<file path="src/rtl/fifo_read_ctrl_if.sv">
// -----------------------------------------------------------------------------
// fifo_read_ctrl_if
// Read-side bus of the async FIFO, between the read-domain controller and
// whatever consumes the FIFO in the rclk domain.
//   read_enable      consumer -> controller  read request
//   read_data        controller -> consumer  registered read data (1-cycle latency)
//   rdempty          controller -> consumer  FIFO empty
//   rd_almost_empty  controller -> consumer  level <= almost-empty threshold
//   underflow        controller -> consumer  one-cycle pulse, read while empty
//   fifo_read_count  controller -> consumer  successful reads since reset (wraps)
//   rd_level         controller -> consumer  occupancy seen by the read domain
// Modports: master = consumer, slave = controller.
// -----------------------------------------------------------------------------
interface fifo_read_ctrl_if #(
    parameter int DATA_WIDTH    = 32,
    parameter int ADDRESS_WIDTH = 4
);
    logic                    read_enable;
    logic [DATA_WIDTH-1:0]   read_data;
    logic                    rdempty;
    logic                    rd_almost_empty;
    logic                    underflow;
    logic [ADDRESS_WIDTH:0]  fifo_read_count;
    logic [ADDRESS_WIDTH:0]  rd_level;

    modport master (
        output read_enable,
        input  read_data, rdempty, rd_almost_empty, underflow,
               fifo_read_count, rd_level
    );

    modport slave (
        input  read_enable,
        output read_data, rdempty, rd_almost_empty, underflow,
               fifo_read_count, rd_level
    );
endinterface

</file>
<file path="src/rtl/fifo_read_ctrl.sv">
// -----------------------------------------------------------------------------
// fifo_read_ctrl
// Read-domain controller of an async FIFO (rclk domain). Synchronises the Gray
// write pointer, owns the read pointer, drives the memory read port and
// produces the read-side status flags. The registered Gray read pointer is
// exported back to the write domain.
// Ports:
//   rclk          read clock, all logic on posedge
//   hw_rst_n      synchronous active-low reset
//   rd_bus        read-side bus (slave modport), see fifo_read_ctrl_if
//   aempty_value  almost-empty threshold in entries
//   wptr_gray     Gray write pointer from the wclk domain (unsynchronised)
//   mem_rdata     memory data at mem_raddr (combinational read)
//   mem_raddr     memory read address
//   mem_ren       memory read strobe, high on an accepted read
//   rptr_gray     registered Gray read pointer, to the write domain
// -----------------------------------------------------------------------------
module fifo_read_ctrl #(
    parameter int DATA_WIDTH    = 32,
    parameter int ADDRESS_WIDTH = 4,
    parameter int SYNC_STAGES   = 2
) (
    input  logic                      rclk,
    input  logic                      hw_rst_n,
    fifo_read_ctrl_if.slave           rd_bus,
    input  logic [ADDRESS_WIDTH-1:0]  aempty_value,
    input  logic [ADDRESS_WIDTH:0]    wptr_gray,
    input  logic [DATA_WIDTH-1:0]     mem_rdata,
    output logic [ADDRESS_WIDTH-1:0]  mem_raddr,
    output logic                      mem_ren,
    output logic [ADDRESS_WIDTH:0]    rptr_gray
);
    localparam int AW = ADDRESS_WIDTH;

    function automatic logic [AW:0] gray2bin(input logic [AW:0] g);
        logic [AW:0] b;
        b[AW] = g[AW];
        for (int i = AW - 1; i >= 0; i--) begin
            b[i] = b[i+1] ^ g[i];
        end
        return b;
    endfunction

    logic [AW:0] sync_q [SYNC_STAGES];
    logic [AW:0] wq;
    logic [AW:0] wbin;
    logic [AW:0] rbin;
    logic [AW:0] rbin_next;
    logic [AW:0] rgray_next;
    logic [AW:0] level_next;
    logic        rd_fire;

    assign wq   = sync_q[SYNC_STAGES-1];
    assign wbin = gray2bin(wq);

    // Gating with hw_rst_n keeps a read in the reset cycle from strobing the
    // memory while the registered rdempty still shows the pre-reset state.
    assign rd_fire    = rd_bus.read_enable & ~rd_bus.rdempty & hw_rst_n;
    assign rbin_next  = rbin + {{AW{1'b0}}, rd_fire};
    assign rgray_next = rbin_next ^ (rbin_next >> 1);
    // Uses the synchronised (stale) write pointer, so the level can only be
    // under-reported while the writer is advancing.
    assign level_next = wbin - rbin_next;

    assign mem_raddr = rbin[AW-1:0];
    assign mem_ren   = rd_fire;

    always_ff @(posedge rclk) begin
        if (!hw_rst_n) begin
            for (int i = 0; i < SYNC_STAGES; i++) begin
                sync_q[i] <= '0;
            end
            rbin                   <= '0;
            rptr_gray              <= '0;
            rd_bus.read_data       <= '0;
            rd_bus.rdempty         <= 1'b1;
            rd_bus.rd_almost_empty <= 1'b1;
            rd_bus.underflow       <= 1'b0;
            rd_bus.fifo_read_count <= '0;
            rd_bus.rd_level        <= '0;
        end else begin
            sync_q[0] <= wptr_gray;
            for (int i = 1; i < SYNC_STAGES; i++) begin
                sync_q[i] <= sync_q[i-1];
            end
            rbin      <= rbin_next;
            rptr_gray <= rgray_next;
            if (rd_fire) begin
                rd_bus.read_data <= mem_rdata;
            end
            // Full (equal addresses, differing MSB) never compares equal here.
            rd_bus.rdempty         <= (rgray_next == wq);
            rd_bus.rd_level        <= level_next;
            rd_bus.rd_almost_empty <= (level_next <= {1'b0, aempty_value});
            rd_bus.underflow       <= rd_bus.read_enable & rd_bus.rdempty;
            rd_bus.fifo_read_count <= rd_bus.fifo_read_count + {{AW{1'b0}}, rd_fire};
        end
    end
endmodule
</file>
<file path="src/flat_wrapper.sv">
// flat-port wrapper written by rule: the top's interface ports become plain ports
module fifo_read_ctrl_flat 
#(
    parameter int DATA_WIDTH    = 32,
    parameter int ADDRESS_WIDTH = 4,
    parameter int SYNC_STAGES   = 2
)
  (rclk, hw_rst_n, aempty_value, wptr_gray, mem_rdata, mem_raddr, mem_ren, rptr_gray, rd_bus_read_enable, rd_bus_read_data, rd_bus_rdempty, rd_bus_rd_almost_empty, rd_bus_underflow, rd_bus_fifo_read_count, rd_bus_rd_level);
  fifo_read_ctrl_if #(.DATA_WIDTH(DATA_WIDTH), .ADDRESS_WIDTH(ADDRESS_WIDTH)) rd_bus_i ();
  input  logic rclk;
  input  logic hw_rst_n;
  input  logic [ADDRESS_WIDTH-1:0] aempty_value;
  input  logic [ADDRESS_WIDTH:0] wptr_gray;
  input  logic [DATA_WIDTH-1:0] mem_rdata;
  output logic [ADDRESS_WIDTH-1:0] mem_raddr;
  output logic mem_ren;
  output logic [ADDRESS_WIDTH:0] rptr_gray;
  input wire logic [$bits(rd_bus_i.read_enable)-1:0] rd_bus_read_enable;
  output wire logic [$bits(rd_bus_i.read_data)-1:0] rd_bus_read_data;
  output wire logic [$bits(rd_bus_i.rdempty)-1:0] rd_bus_rdempty;
  output wire logic [$bits(rd_bus_i.rd_almost_empty)-1:0] rd_bus_rd_almost_empty;
  output wire logic [$bits(rd_bus_i.underflow)-1:0] rd_bus_underflow;
  output wire logic [$bits(rd_bus_i.fifo_read_count)-1:0] rd_bus_fifo_read_count;
  output wire logic [$bits(rd_bus_i.rd_level)-1:0] rd_bus_rd_level;
  assign rd_bus_i.read_enable = rd_bus_read_enable;
  assign rd_bus_read_data = rd_bus_i.read_data;
  assign rd_bus_rdempty = rd_bus_i.rdempty;
  assign rd_bus_rd_almost_empty = rd_bus_i.rd_almost_empty;
  assign rd_bus_underflow = rd_bus_i.underflow;
  assign rd_bus_fifo_read_count = rd_bus_i.fifo_read_count;
  assign rd_bus_rd_level = rd_bus_i.rd_level;
  fifo_read_ctrl #(.DATA_WIDTH(DATA_WIDTH), .ADDRESS_WIDTH(ADDRESS_WIDTH), .SYNC_STAGES(SYNC_STAGES)) u_core (.rclk(rclk), .hw_rst_n(hw_rst_n), .rd_bus(rd_bus_i), .aempty_value(aempty_value), .wptr_gray(wptr_gray), .mem_rdata(mem_rdata), .mem_raddr(mem_raddr), .mem_ren(mem_ren), .rptr_gray(rptr_gray));
endmodule
</file>
<file path="config.mk">
export PLATFORM = sky130hd
export DESIGN_NAME = fifo_read_ctrl_flat
export DESIGN_NICKNAME = d
export VERILOG_FILES = /design/src/rtl/fifo_read_ctrl_if.sv /design/src/rtl/fifo_read_ctrl.sv /design/src/flat_wrapper.sv
export SDC_FILE = /design/constraint.sdc
export NUM_CORES = 1
export LEC_CHECK = 0
export BUFFER_PORTS_ARGS = -buffer_cell sky130_fd_sc_hd__buf_2
export CAP_MARGIN = 25
export CORE_MARGIN = 3
export CORE_UTILIZATION = 35
export DETAILED_ROUTE_END_ITERATION = 10
export GPL_TIMING_DRIVEN = 0
export SLEW_MARGIN = 0
export SYNTH_ARGS = -nofsm -noshare
export SYNTH_HDL_FRONTEND = slang
export SYNTH_SLANG_ARGS = --single-unit
</file>
<file path="constraint.sdc">
create_clock -name rclk -period 3.95 [get_ports rclk]
set_input_delay 0.395 -clock rclk [delete_from_list [all_inputs] [get_ports rclk]]
set_output_delay 0.395 -clock rclk [all_outputs]
set_load 0.005 [all_outputs]
</file>
# Word level (Yosys, flattened, before mapping)

Memory sizes are Yosys's and may differ from the RTL's.
Cells that the tools add are included.

Register bits after elaboration: 55
Output and inout port bits: 55
Bits in latches: 0
ROM bits: 0
Bits in writable memories: 10
Memories kept: 1

Reductions and logical operators: 0
Mux-type cells: 4
Div/mod/pow operators: 0
Equality and inequality tests: 1
Shift operators: 0
Multipliers: 0
Bitwise operators: 11
Magnitude comparators: 1
Add/subtract/negate cells: 3

Memories:

| memory        | words | bits a word | rd ports | clocked after memory_dff | wr ports | line                 | source |
|---|---|---|---|---|---|---|---|
| u_core.sync_q | 2     | 5           | 2        | 0                        | 2        | fifo_read_ctrl.sv:44 | `logic [AW:0] sync_q [SYNC_STAGES];` |

Operator list:

| kind          | number |
|---|---|
| $add A5 B1 Y5 | 2 |
| $mux W5       | 2 |
| $eq A5 B5 Y1  | 1 |
| $le A5 B4 Y1  | 1 |
| $sub A5 B5 Y5 | 1 |
| $xor A5 B4 Y5 | 1 |
| $xor A1 B1 Y1 | 4 |
| $and A1 B1 Y1 | 3 |
| $mux W1       | 2 |
| $or A1 B1 Y1  | 2 |
| $not A1 Y1    | 1 |

# Logic depth before layout (Yosys ltp)

Gate-level depths: netlist of the first run.

Depth in word-level cells: 6
Mapped depth: 16

# Worst setup path before layout of the first run

Ideal clock, no wire load.

Path type: input to register
Start point: in hw_rst_n
End point: reg u_core.rd_bus.rd_almost_empty
Stages: 16
Path slack: 0.531 ns
Buffers on the path: 3
Arrival time: 3.345 ns
Cells stage by stage: buf_4 -> nand2_1 -> nor2_1 -> clkbuf_1 -> clkbuf_1 -> ha_1 -> ha_1 -> xor2_1 -> inv_1 -> ha_1 -> a21oi_1 -> xnor2_1 -> ha_1 -> a21oi_1 -> o21ai_0 -> a31oi_1

Longest elaborated chain between the ends: 4

Ends and longest elaborated chain:

| what                           | line                    | source |
|---|---|---|
| from (decl)                    | flat_wrapper.sv:11      | `input logic hw_rst_n;` |
| $and A1 B1 Y1                  | fifo_read_ctrl.sv:58    | `assign rd_fire = rd_bus.read_enable & ~rd_bus.rdempty & hw_rst_n;` |
| named net mem_ren              | flat_wrapper.sv:16      | `output logic mem_ren;` |
| $add A5 B1 Y5                  | fifo_read_ctrl.sv:59    | `assign rbin_next = rbin + {{AW{1'b0}}, rd_fire};` |
| $sub A5 B5 Y5                  | fifo_read_ctrl.sv:63    | `assign level_next = wbin - rbin_next;` |
| named net u_core.level_next[3] | fifo_read_ctrl.sv:50    | `logic [AW:0] level_next;` |
| $le A5 B4 Y1                   | fifo_read_ctrl.sv:94    | `rd_bus.rd_almost_empty <= (level_next <= {1'b0, aempty_value});` |
| to (signal assigned)           | fifo_read_ctrl.sv:94    |  |
| to (decl)                      | fifo_read_ctrl_if.sv:34 | `output read_data, rdempty, rd_almost_empty, underflow,` |

The timed path passes the listed nets, and every way through them passes these cells.
A chain may end at the register's enable or synchronous reset.

# Final worst setup path of the first run

Start point: reg u_core.rd_bus.rdempty
End point: reg u_core.rd_bus.rd_almost_empty

Longest elaborated chain between the ends: 6

Ends and longest elaborated chain:

| what                           | line                    | source |
|---|---|---|
| from (decl)                    | fifo_read_ctrl_if.sv:34 |  |
| from (signal assigned)         | fifo_read_ctrl.sv:92    | `rd_bus.rdempty <= (rgray_next == wq);` |
| $not A1 Y1                     | fifo_read_ctrl.sv:58    |  |
| $and A1 B1 Y1 (2 in a row)     | fifo_read_ctrl.sv:58    |  |
| $add A5 B1 Y5                  | fifo_read_ctrl.sv:59    |  |
| $sub A5 B5 Y5                  | fifo_read_ctrl.sv:63    |  |
| named net u_core.level_next[3] | fifo_read_ctrl.sv:50    |  |
| $le A5 B4 Y1                   | fifo_read_ctrl.sv:94    |  |

The timed path passes the listed nets, and every way through them passes these cells.

==> flow_metrics.py, run 1 <==
metrics = {
    "sta": {
        "slew_headroom_pct": 69.2,
        "post-route-period-util_pct": 89.6,
        "hold_violations": 0,
        "layout_min_cycle_time_ns": 3.54,
        "fin_skew_ns": 0.0116,
        "finalWorstSetupSlack_ns": 0.411,
        "worstMarginPinSlew_ns": 0.463,
        "maxSlewViolCount": 0,
        "max_freq_ghz": 0.283,
        "setup_viol": 0,
    },
    "critical_path": {
        "path_depth": 14,
        "cp.required_ns": 4.20,
        "path_common_cell": "ha_1",
        "crit_family": "adder cells",
        "critical_path_buf_inv_count": 3,
        "cpMaxStageDelayCell": "ha_1",
        "cp-end-kind": "flip-flop",
        "ff2ff_path_depth": 14,
        "crit_type": "flip-flop to flip-flop",
        "path_max_fanout": 13,
        "cp_slowest_stage_delay_ns": 0.36,
        "critPathLaunchType": "flip-flop",
        "arrival_ns": 3.79,
        "cp_cell_sequence": "nor2_1 > clkbuf_1 > buf_2 > ha_1 > ha_1 > xor2_1 > inv_1 > ha_1 > a21oi_1 > xnor2_1 > ha_1 > a21oi_1 > o21ai_0 > a31oi_1",
    },
    "pwr": {
        "combPwrFrac_pct": 11.1,
        "finalPower_mw": 1.53,
        "ir_worst_vdd_uv": 215,
        "p_sw_share_pct": 22.6,
        "p_per_area_nw_per_um2": 457,
        "switchingPower_mw": 0.345,
        "seq_power_share_pct": 45.5,
        "p_int_mw": 1.18,
        "pwr-share-clk_pct": 43.4,
        "total_leakage_power_nw": 1.61,
    },
    "routing": {
        "vias": 2142,
        "ant_nets": 0,
        "vias_per_cell": 4.34,
        "first_iter_violations": 63,
        "drc": 0,
        "avgRoutedWirePerCell_um": 11.6,
        "routed_wl_um": 5720,
        "drt-pass1-iter-count": 4,
    },
    "finish": {
        "nNetsFinal": 450,
        "drive_gt1_share_pct": 29.0,
        "final_area_um2": 3340,
        "final_common_cell": "buf_2",
        "final_cell_mix": "98 x buf_2, 68 x nand2_1, 64 x dfxtp_1",
        "diodes": 0,
        "area_delta_synth_final_pct": 33.7,
    },
    "placed_design": {
        "dp_hpwl_um": 4400,
        "placed_cell_area_um2": 3100,
        "io_buffers": 97,
        "dp_slack_ns": -0.0720,
        "gp_congestion": 0.755,
    },
    "grt": {
        "overflow": 0,
        "antenna_found_initial": 0,
        "first_global_vias": 2058,
        "track_usage_pct": 14.4,
        "grt_max_degree": 14,
        "grt_pass1_wl_um": 9490,
    },
    "cts": {
        "cts_max_level": 3,
        "clock-sinks": 64,
        "insertion_delay_ns": 0.33,
        "clockBufferDepth": 2,
        "path_clk_slew_ns": 0.08,
        "post_cts.repair.setup_buffers": 0,
        "numCtsBuffers": 9,
        "ctsHoldBuffers": 0,
        "cts_tree": "built",
        "cts_root_buffer": "clkbuf_8",
    },
    "synth": {
        "yosysTopAreaCellShare_pct": 51.3,
        "synth_fp_nets": 342,
        "synth_area_um2": 2500,
        "yosysSeqAreaShare_pct": 51.3,
        "yosysWarnings": 0,
        "yosysTopAreaCell": "dfxtp_1",
        "synth.area.top_cells": "dfxtp_1 51%, nand2_1 10%, o21ai_0 7.0%, ha_1 6.5%, xnor2_1 4.9%",
        "syn_area_per_cell_um2": 8.79,
        "synth_cell_types": 23,
        "syn_inst": 284,
        "synth.ff_latch_count": 64,
    },
    "floorplan": {
        "dieArea_um2": 8180,
        "fp.dieW_um": 90.5,
        "fp.coreArea_um2": 6870,
        "start_util_pct": 36.4,
        "io-pin-count": 99,
        "row_count": 30,
        "die_height_um": 90.5,
    },
    "worst_hold_path": {
        "hp-class": "primary input to flip-flop",
        "hold_depth": 3,
    },
    "run": {
        "drv_cap": 0,
    },
    "run_status": {
        "outcome": "finished, final reports clean",
    },
}
## worst paths after layout
check                             start                            end  slack (ns)
setup / recovery  u_core.rd_bus.rdempty  u_core.rd_bus.rd_almost_empty        0.41
hold / removal             mem_rdata[7]     u_core.rd_bus.read_data[7]        0.25
setup reg to reg  u_core.rd_bus.rdempty  u_core.rd_bus.rd_almost_empty        0.41
hold reg to reg     u_core.sync_q[0][3]            u_core.sync_q[0][8]        0.43
## state kept, by name (all words and copies together), names as in the netlist
signal,flops
u_core.rbin,5
u_core.rd_bus.fifo_read_count,5
u_core.rd_bus.rd_almost_empty,1
u_core.rd_bus.rd_level,5
u_core.rd_bus.rdempty,1
u_core.rd_bus.read_data,32
u_core.rd_bus.underflow,1
u_core.rptr_gray,4
u_core.sync_q,10
## per-stage QoR
stage | util [%] | setup TNS [ns] | instances | hold WS, ns
final | 48.6 | 0 | 493 | 0.251
after global routing | 48.6 | -0.00312 | 493 | 0.246
after CTS | 48.6 | 0 | 493 | 0.235
after detailed placement | 45.2 | -0.0720 | 477 | 0.418
after global placement | 45.2 | -0.0309 | 477 | 0.420
after floorplan | - | 0 | 284 | 0.412
## cells by family after synthesis
logic type	synth area share (%)
AO/OA/AOI/OAI	9.67
XOR/XNOR	8.77
adder cells (fa/ha/maj)	7.31
buffers and inverters	4.06
flip-flops	51.3
AND/OR/NAND/NOR	18.9
## layout make-up
type / instances / area [µm²]
multi-input combinational: 194 / 1110
inverter: 12 / 45.0
tap: 96 / 120
fill: 692 / 3530
clock inverter: 6 / 108
buffer: 14 / 57.6
timing repair buffer: 97 / 485
clock buffer: 10 / 128
sequential: 64 / 1280
## repair_timing
item	4_1_cts	5_1_grt
gates resized for setup	0	3
hold endpoints to repair	0	0
setup endpoints to repair	0	1
## power groups by stage
stage               combinational [mW]  sequential [mW]  clock [mW]
floorplan                       0.0927            0.713           0
global placement                 0.168            0.708           0
detailed placement               0.172            0.709           0
CTS                              0.173            0.694       0.680
global route                     0.195            0.698       0.712
finish                           0.170            0.694       0.661
## worst min-delay path, stage by stage
cell and delay (ns):
buf_2 0.08, nand2_1 0.04, o21ai_0 0.05
## per-layer routing
metal | global-route usage [%] | wire length [µm] | part of all wire (%) | vias to the layer above
met2 | 22.7 | 2620 | 46 | 59
met1 | 18.0 | 2660 | 47 | 950
met3 | 4.58 | 313 | 5.5 | 8
li1 | - | - | - | 1125
met5 | 0 | 0 | 0 | -
met4 | 6.76 | 123 | 2.2 | 0
## synthesized netlist by cell type
cell type	n
a21o_1	2
a21oi_1	5
a221o_1	1
a31oi_1	1
and2_1	15
and2b_2	1
and3_1	1
buf_4	1
clkbuf_1	13
dfxtp_1	64
fa_1	1
ha_1	13
inv_1	12
nand2_1	68
nand3_1	6
nand4_1	1
nor2_1	14
nor2b_1	2
o21ai_0	35
o21ai_1	2
or3_1	1
xnor2_1	14
xor2_1	11
No activity file was read; power rests on OpenSTA's default activity.
==> run 2: changes to the inputs <==
- CORE_MARGIN: 3 -> 1
- CORE_UTILIZATION: 35 -> 48
- PLACE_DENSITY: not set -> 0.79
==> run 2 against run 1 <==
Largest cell class unchanged. Clock skew is 0.0020 ns lower. Via count is 2.8% higher. Largest power group unchanged. Maximum frequency decreased by 2.6%. First-iteration DRC count up 25%.
==> flow_metrics.py, run 2 (synthesis results as in run 1) <==
metrics = {
    "critical_path": {
        "arrival_ns": 3.89,
        "cp-end-kind": "flip-flop",
        "ff2ff_path_depth": 14,
        "path_max_fanout": 13,
        "critPathLaunchType": "flip-flop",
        "crit_type": "flip-flop to flip-flop",
        "cp.required_ns": 4.21,
    },
    "routing": {
        "drt-pass1-iter-count": 4,
        "vias": 2201,
        "routed_wl_um": 5530,
        "vias_per_cell": 4.74,
        "drc": 0,
        "ant_nets": 0,
        "avgRoutedWirePerCell_um": 11.9,
        "first_iter_violations": 79,
    },
    "floorplan": {
        "die_height_um": 74.1,
        "fp.dieW_um": 74.1,
        "fp.coreArea_um2": 4850,
        "io-pin-count": 99,
        "start_util_pct": 51.5,
        "row_count": 25,
        "dieArea_um2": 5500,
    },
    "worst_hold_path": {
        "hold_depth": 3,
        "hp-class": "primary input to flip-flop",
    },
    "placed_design": {
        "io_buffers": 97,
        "dp_hpwl_um": 4240,
        "gp_congestion": 0.747,
        "place_inst": 448,
        "placed_cell_area_um2": 3070,
    },
    "cts": {
        "cts_root_buffer": "clkbuf_8",
        "clock-sinks": 64,
        "clockBufferDepth": 2,
        "numCtsBuffers": 9,
        "path_clk_slew_ns": 0.08,
        "ctsHoldBuffers": 0,
        "insertion_delay_ns": 0.34,
        "cts_tree": "built",
        "cts_max_level": 3,
    },
    "finish": {
        "largest_reg_flops": 32,
        "area_delta_synth_final_pct": 31.7,
        "num-fill-cells": 398,
        "reg.largest.list": "u_core.rd_bus.read_data x32, u_core.sync_q x10",
        "final_cell_mix": "97 x buf_2, 68 x nand2_1, 64 x dfxtp_1",
        "diodes": 0,
        "regMostFlops": "u_core.rd_bus.read_data",
        "drive_gt1_share_pct": 29.0,
        "nNetsFinal": 450,
        "fin_util_pct": 67.8,
        "final_area_um2": 3290,
        "fin_cells": 464,
        "final_common_cell": "buf_2",
    },
    "pwr": {
        "total_leakage_power_nw": 1.60,
        "ir_worst_vdd_uv": 329,
        "p_per_area_nw_per_um2": 452,
        "finalPower_mw": 1.49,
    },
    "run": {
        "drv_cap": 0,
    },
    "sta": {
        "max_freq_ghz": 0.275,
        "layout_min_cycle_time_ns": 3.63,
        "maxSlewViolCount": 0,
        "hold_ws_ns": 0.246,
        "fin_skew_ns": 0.00962,
        "grt_setup_unrepaired": "no",
        "worstMarginPinSlew_ns": 0.441,
        "setup_viol": 0,
        "hold_violations": 0,
        "post-route-period-util_pct": 91.9,
        "slew_headroom_pct": 70.6,
    },
    "grt": {
        "grt_pass1_wl_um": 8750,
        "overflow": 0,
        "grt_max_degree": 14,
        "track_usage_pct": 21.3,
        "antenna_found_initial": 0,
        "first_global_vias": 2038,
    },
    "run_status": {
        "outcome": "finished, final reports clean",
    },
}
run 2: cell count changes in the layout (fill, tap and decap cells not counted), sizes merged:
| cell | delta |
|---|---|
| buf | -1 |
| clkinvlp | +1 |
| clkinv | -1 |
| clkbuf | +2 |
| bufinv | -1 |
run 2: power by group:
group / switching (mW) / leakage, nW / internal, mW
clock network: 0.248 / 0.106 / 0.372
logic: 0.0883 / 0.968 / 0.0837
registers: 0.0144 / 0.523 / 0.681
total: 0.350 / 1.60 / 1.14
run 2: worst paths after layout:
check                                  end                  start  slack, ns
min             u_core.rd_bus.read_data[9]           mem_rdata[9]       0.25
max reg2reg  u_core.rd_bus.rd_almost_empty  u_core.rd_bus.rdempty       0.32
min reg2reg            u_core.sync_q[0][6]    u_core.sync_q[0][1]       0.43
max          u_core.rd_bus.rd_almost_empty  u_core.rd_bus.rdempty       0.32
run 2: cell type report:
type / count / area, µm² / area share, %
clock inverter: 5 / 80.1 / 2.43
multi-input combinational: 194 / 1110 / 33.9
buffer: 14 / 57.6 / 1.75
timing repair buffer: 97 / 485 / 14.8
inverter: 12 / 45.0 / 1.37
tap: 67 / 83.8 / 2.55
sequential: 64 / 1280 / 39.0
clock buffer: 11 / 141 / 4.30
run 2: per-layer routing:
metal	vias to the layer above	global-route usage, %	wire, µm
li1	1127	-	-
met5	-	0	0
met1	1008	25.8	2470
met4	0	10.5	77
met3	7	5.42	258
met2	59	35.2	2730
run 2: critical path, stage by stage, from the launching register on:
cell,delay [ns]
dfxtp_1,0.33
nor2_1,0.13
clkbuf_1,0.32
clkbuf_2,0.35
ha_1,0.23
ha_1,0.26
xor2_1,0.34
inv_1,0.17
ha_1,0.37
a21oi_1,0.17
xnor2_1,0.18
ha_1,0.30
a21oi_1,0.16
o21ai_0,0.10
a31oi_1,0.16
run 2: what timing repair did:
action / in CTS / in global routing
gates resized for setup: 0 / 2
setup buffers: 0 / 0
endpoints found under the setup margin: 0 / 1
run 2: stage by stage:
step                      worst slack (ns)  TNS [ns]
after global routing                0.0869         0
after detailed placement           -0.0431   -0.0431
after global placement              0.0718         0
after floorplan                      0.531         0
final                                0.318         0
after CTS                            0.128         0
